`src/rtl/flt2i_result_accum.sv`:
```
// Block accumulator for float-to-int converter results: sums a block of signed
// integer beats with saturation, ORs their status flags, and holds the result until taken.
module flt2i_result_accum #(
    parameter int isize     = 32,
    parameter int acc_width = 40,
    parameter int cnt_width = 8
) (
    input  logic                 clk,
    input  logic                 rst_n,
    input  logic                 clear,
    input  logic [cnt_width-1:0] blk_len,
    input  logic                 in_valid,
    output logic                 in_ready,
    input  logic [isize-1:0]     in_z,
    input  logic [7:0]           in_status,
    output logic                 out_valid,
    input  logic                 out_ready,
    output logic [acc_width-1:0] out_sum,
    output logic [cnt_width:0]   out_count,
    output logic [7:0]           out_status,
    output logic                 out_sat
);

    typedef enum logic [1:0] {
        S_EMPTY = 2'd0,
        S_ACC   = 2'd1,
        S_DONE  = 2'd2
    } state_t;

    localparam logic [acc_width-1:0] SUM_MAX = {1'b0, {(acc_width-1){1'b1}}};
    localparam logic [acc_width-1:0] SUM_MIN = {1'b1, {(acc_width-1){1'b0}}};
    localparam logic [cnt_width:0]   CNT_ONE = {{cnt_width{1'b0}}, 1'b1};

    state_t                 r_state, w_state_next;
    logic [acc_width-1:0]   r_sum, w_sum_next;
    logic [cnt_width:0]     r_count, w_count_next;
    logic [cnt_width:0]     r_target, w_target_next;
    logic [7:0]             r_status, w_status_next;
    logic                   r_sat, w_sat_next;

    logic [acc_width:0]     w_z_ext;
    logic [acc_width:0]     w_raw;
    logic                   w_ovf;
    logic [acc_width-1:0]   w_sat_sum;
    logic [cnt_width:0]     w_len_first;
    logic [cnt_width:0]     w_target;
    logic [cnt_width:0]     w_count_inc;
    logic                   w_beat;

    // One guard bit above the accumulator exposes signed overflow of the add.
    assign w_z_ext     = {{(acc_width+1-isize){in_z[isize-1]}}, in_z};
    assign w_raw       = {r_sum[acc_width-1], r_sum} + w_z_ext;
    assign w_ovf       = w_raw[acc_width] ^ w_raw[acc_width-1];
    assign w_sat_sum   = w_ovf ? (w_raw[acc_width] ? SUM_MIN : SUM_MAX)
                               : w_raw[acc_width-1:0];

    // A zero length field encodes the full 2^cnt_width beat block.
    assign w_len_first = (blk_len == '0) ? {1'b1, {cnt_width{1'b0}}}
                                         : {1'b0, blk_len};
    assign w_target    = (r_state == S_EMPTY) ? w_len_first : r_target;
    assign w_count_inc = r_count + CNT_ONE;
    assign w_beat      = in_valid && (r_state != S_DONE);

    always_ff @(posedge clk or negedge rst_n) begin
        if (!rst_n) begin
            r_state  <= S_EMPTY;
            r_sum    <= '0;
            r_count  <= '0;
            r_target <= '0;
            r_status <= '0;
            r_sat    <= 1'b0;
        end else begin
            r_state  <= w_state_next;
            r_sum    <= w_sum_next;
            r_count  <= w_count_next;
            r_target <= w_target_next;
            r_status <= w_status_next;
            r_sat    <= w_sat_next;
        end
    end

    always_comb begin
        w_state_next  = r_state;
        w_sum_next    = r_sum;
        w_count_next  = r_count;
        w_target_next = r_target;
        w_status_next = r_status;
        w_sat_next    = r_sat;

        if (clear) begin
            w_state_next  = S_EMPTY;
            w_sum_next    = '0;
            w_count_next  = '0;
            w_target_next = '0;
            w_status_next = '0;
            w_sat_next    = 1'b0;
        end else begin
            case (r_state)
                S_EMPTY, S_ACC: begin
                    if (w_beat) begin
                        w_sum_next    = w_sat_sum;
                        w_count_next  = w_count_inc;
                        w_target_next = w_target;
                        w_status_next = r_status | in_status;
                        w_sat_next    = r_sat | w_ovf;
                        w_state_next  = (w_count_inc == w_target) ? S_DONE : S_ACC;
                    end
                end
                S_DONE: begin
                    if (out_ready) begin
                        w_state_next  = S_EMPTY;
                        w_sum_next    = '0;
                        w_count_next  = '0;
                        w_target_next = '0;
                        w_status_next = '0;
                        w_sat_next    = 1'b0;
                    end
                end
                default: begin
                    w_state_next = S_EMPTY;
                end
            endcase
        end
    end

    assign in_ready   = (r_state != S_DONE);
    assign out_valid  = (r_state == S_DONE);
    assign out_sum    = r_sum;
    assign out_count  = r_count;
    assign out_status = r_status;
    assign out_sat    = r_sat;

endmodule
```
`config.mk`:
```
export PLATFORM = sky130hd
export DESIGN_NAME = flt2i_result_accum
export DESIGN_NICKNAME = d
export VERILOG_FILES = /design/src/rtl/flt2i_result_accum.sv
export SDC_FILE = /design/constraint.sdc
export NUM_CORES = 1
export LEC_CHECK = 0
export ABC_AREA = 1
export CAP_MARGIN = 20
export CORE_MARGIN = 2
export CORE_UTILIZATION = 48
export CTS_CLUSTER_DIAMETER = 50
export DETAILED_ROUTE_END_ITERATION = 12
export PLACE_DENSITY = 0.74
export SETUP_SLACK_MARGIN = 0.05
export SLEW_MARGIN = 20
export SYNTH_ARGS = -nofsm -noshare
export SYNTH_HDL_FRONTEND = slang
export SYNTH_SLANG_ARGS = --single-unit
```
`constraint.sdc`:
```
create_clock -name clk -period 2.1 [get_ports clk]
set_input_delay 0.525 -clock clk [delete_from_list [all_inputs] [get_ports clk]]
set_output_delay 0.525 -clock clk [all_outputs]
set_load 0.02 [all_outputs]
```
==> qor.yml <==
setup_ws_ns: -0.554
grt_pass1_wl_mm: 37.2
endpoint: "out_sum[15]"
worstHoldPathType: "in -> async"
synth_warnings: 0
fin_cells: 1402
io_buffer_count: 112
chipWidth_um: 115
max_slew_margin: 0.717
period_minus_slack_ns: 2.65
synth_area_mm2: 0.00588
ys_types: 36
nets: 1345
r2r_slack_ns: -0.54
critPathMaxStageDelay_ns: 0.32
start_kind: "input pin"
p_per_area_mw_per_mm2: 1410
drcViolationCount: 0
std_cell_rows: 40
start_util: 0.490
insertion_delay_ns: 0.35
core-area_mm2: 0.0120
ios: 113
cts_sinks: 69
ctsHoldBuffers: 0
grt_pass1_vias: 7728
power.static_leakage_nw: 5.21
numCtsBuffers: 9
antenna_found_initial: 0
dp_hpwl_mm: 14.5
drtPass1Iterations: 6
critical_path_arrival_ns: 2.88
synth-seq-cells: 69
synth_fp_nets: 989
n_antenna_cell: 0
power.total_w: 0.0149
track_usage: 0.358
nFillCells: 565
dp_cells: 1344
cp_max_fo: 7
setup_viol: 41
drt-total-wl_mm: 26.9
vias: 8286
gp_congestion: 0.973
die_h_um: 115
vias_per_cell: 5.91
netlist_instances: 894
rsz0062_at_grt: "true"
clkTransAtPathRegs_ns: 0.06
finalCritPeriodShare: 1.26
worstPathRequired_ns: 2.33
yosysSeqAreaShare: 0.293
ant_nets: 0
critical_path_class: "in -> reg"
status: "complete, but fails checks"
drtIter0Drc: 971
r2r_end: "out_sum[15]"
crit_slowest_cell: "ha_4"
ir_drop_mv: 0.750
grt_max_degree: 70
cts_max_level: 3
grt_overflow: 0
avgRoutedWirePerCell_um: 19.2
path_common_cell: "nand2_1"
report.final.slew_viol_count: 0
cp-end-kind: "register"
path_cells: "dlygate4sd2_1, ha_4, nand2_2, inv_1, nand2_1, nand2_2, nand2_1, nand2_1, nand2_1, nand3_2, nand2_2, nand3_1, nand2_4, nand2_4, nand2_8, buf_16, o21ai_2, nand2_1"
cts_tree: "done"
drive_gt1_frac: 0.375
cap_viol_max_count: 0
finalHoldViolations: 0
startpoint: "in_z[10]"
die_area_mm2: 0.0132
syn-mean-instance-area_um2: 6.58
fmax_mhz: 377
worstMarginPinSlew_ns: 0.421
clock-root-buffer: "clkbuf_16"
syn_to_final_growth_pct: 79.4
rr_worst_depth: 17
cts.path.max_buffers: 2
violations: "setup timing"
skew_ns: 0.00793
rr_startpoint: "out_sum[10]"
==> metrics by stage <==
step | util | setup slack [ns] | instance area, µm² | hold WS [ns] | TNS, ns
after floorplan | - | -0.279 | 5930 | 0.229 | -10.88
after global placement | 0.728 | -0.909 | 8740 | 0.463 | -36.84
after detailed placement | 0.728 | -0.999 | 8740 | 0.472 | -39.32
after CTS | 0.844 | -0.281 | 10100 | 0.217 | -10.31
after global routing | 0.879 | -0.586 | 10600 | 0.232 | -21.73
final | 0.879 | -0.554 | 10600 | 0.169 | -20.00
==> what timing repair did <==
action                                  CTS  global route
setup buffers                            25            11
gates cloned                              5             4
endpoints found under the setup margin   44            44
gates resized for setup                 199            68
pin swaps                                44            31
==> worst min path at each step <==
stage,startpoint,to,slack [ns],depth (start not counted)
floorplan,rst_n,out_count[0],0.23,0
global placement,r_target[0],r_target[0],0.46,2
detailed placement,r_target[0],r_target[0],0.47,2
CTS,rst_n,out_sum[19],0.22,2
global route,rst_n,out_sum[19],0.23,2
finish,rst_n,out_sum[19],0.17,2
==> report_power, final <==
group / total (W) / switching [W] / internal (W)
registers: 0.00204 / 0.000362 / 0.00168
logic: 0.0113 / 0.00575 / 0.00557
clock network: 0.00156 / 0.000723 / 0.000833
==> metal layers <==
metal | up-vias | track usage | share of wire
met5 | - | 0 | 0
met4 | 0 | 0.188 | 0.066
met3 | 184 | 0.0556 | 0.10
met2 | 621 | 0.626 | 0.48
met1 | 3875 | 0.423 | 0.35
li1 | 3606 | - | -
==> layout make-up <==
cell class | instances | area (µm²) | share of cell area
clock inverter | 7 | 65.1 | 0.00616
sequential | 69 | 1730 | 0.164
clock buffer | 9 | 225 | 0.0213
timing repair buffer | 362 | 3230 | 0.306
inverter | 101 | 379 | 0.0359
multi-input combinational | 707 | 4750 | 0.450
tap | 147 | 184 | 0.0174
==> synth_stat cells <==
cell type / number / area (µm²)
or2_2: 1 / 6.26
o21bai_1: 9 / 67.6
inv_1: 96 / 360
nand3_2: 2 / 20.0
nor3_2: 1 / 10.0
a22o_1: 2 / 17.5
o22ai_1: 9 / 56.3
buf_6: 3 / 33.8
a21oi_2: 4 / 35.0
o21ai_0: 60 / 300
dfrtp_1: 69 / 1730
ha_1: 41 / 513
nand3_1: 36 / 180
a21o_1: 4 / 30.0
nand4_1: 8 / 50.1
nor2_1: 80 / 300
a21oi_1: 50 / 250
o21a_1: 3 / 22.5
o21ai_1: 1 / 5.00
nand2_2: 7 / 43.8
clkbuf_1: 3 / 11.3
xor2_1: 29 / 254
nor4_1: 3 / 18.8
nand2_1: 311 / 1170
fa_1: 1 / 20.0
nand3b_1: 10 / 75.1
a31oi_1: 3 / 18.8
buf_2: 10 / 50.1
xnor2_1: 10 / 87.6
a21boi_0: 3 / 22.5
inv_2: 5 / 18.8
nor3_1: 13 / 65.1
and2_1: 1 / 6.26
nor2_2: 4 / 25.0
o31ai_1: 1 / 7.51
buf_4: 1 / 7.51
==> worst max-delay path, delay by kind of cell <==
family	cells	cell delay (ns)
AO/OA/AOI/OAI	1	0.13
adder cells (fa/ha/maj)	1	0.32
buffers and inverters	3	0.51
AND/OR/NAND/NOR	13	1.36
==> registers in the layout, summed over array words and instances (netlist names) <==
register	flops
out_sat	1
r_state	2
out_status	8
out_count	9
out_sum	40
r_target	9
==> cells in the final DEF (no fill, tap or decap), drive strengths merged, types with 38 or more instances in the layout <==
master,synthesis,layout
nand2,318,318
buf,14,250
inv,101,106
nor2,84,84
clkdlybuf4s50,0,74
dfrtp,69,69
o21ai,61,61
a21oi,54,54
ha,41,41
nand3,38,38
==> kinds of logic after synthesis <==
group | after synthesis | share of synthesized area
AO/OA/AOI/OAI | 149 | 0.142
XOR/XNOR | 39 | 0.0580
adder cells (fa/ha/maj) | 42 | 0.0906
buffers and inverters | 118 | 0.0819
flip-flops | 69 | 0.293
AND/OR/NAND/NOR | 477 | 0.334
Note: power is estimated with default switching activity, not from simulation.
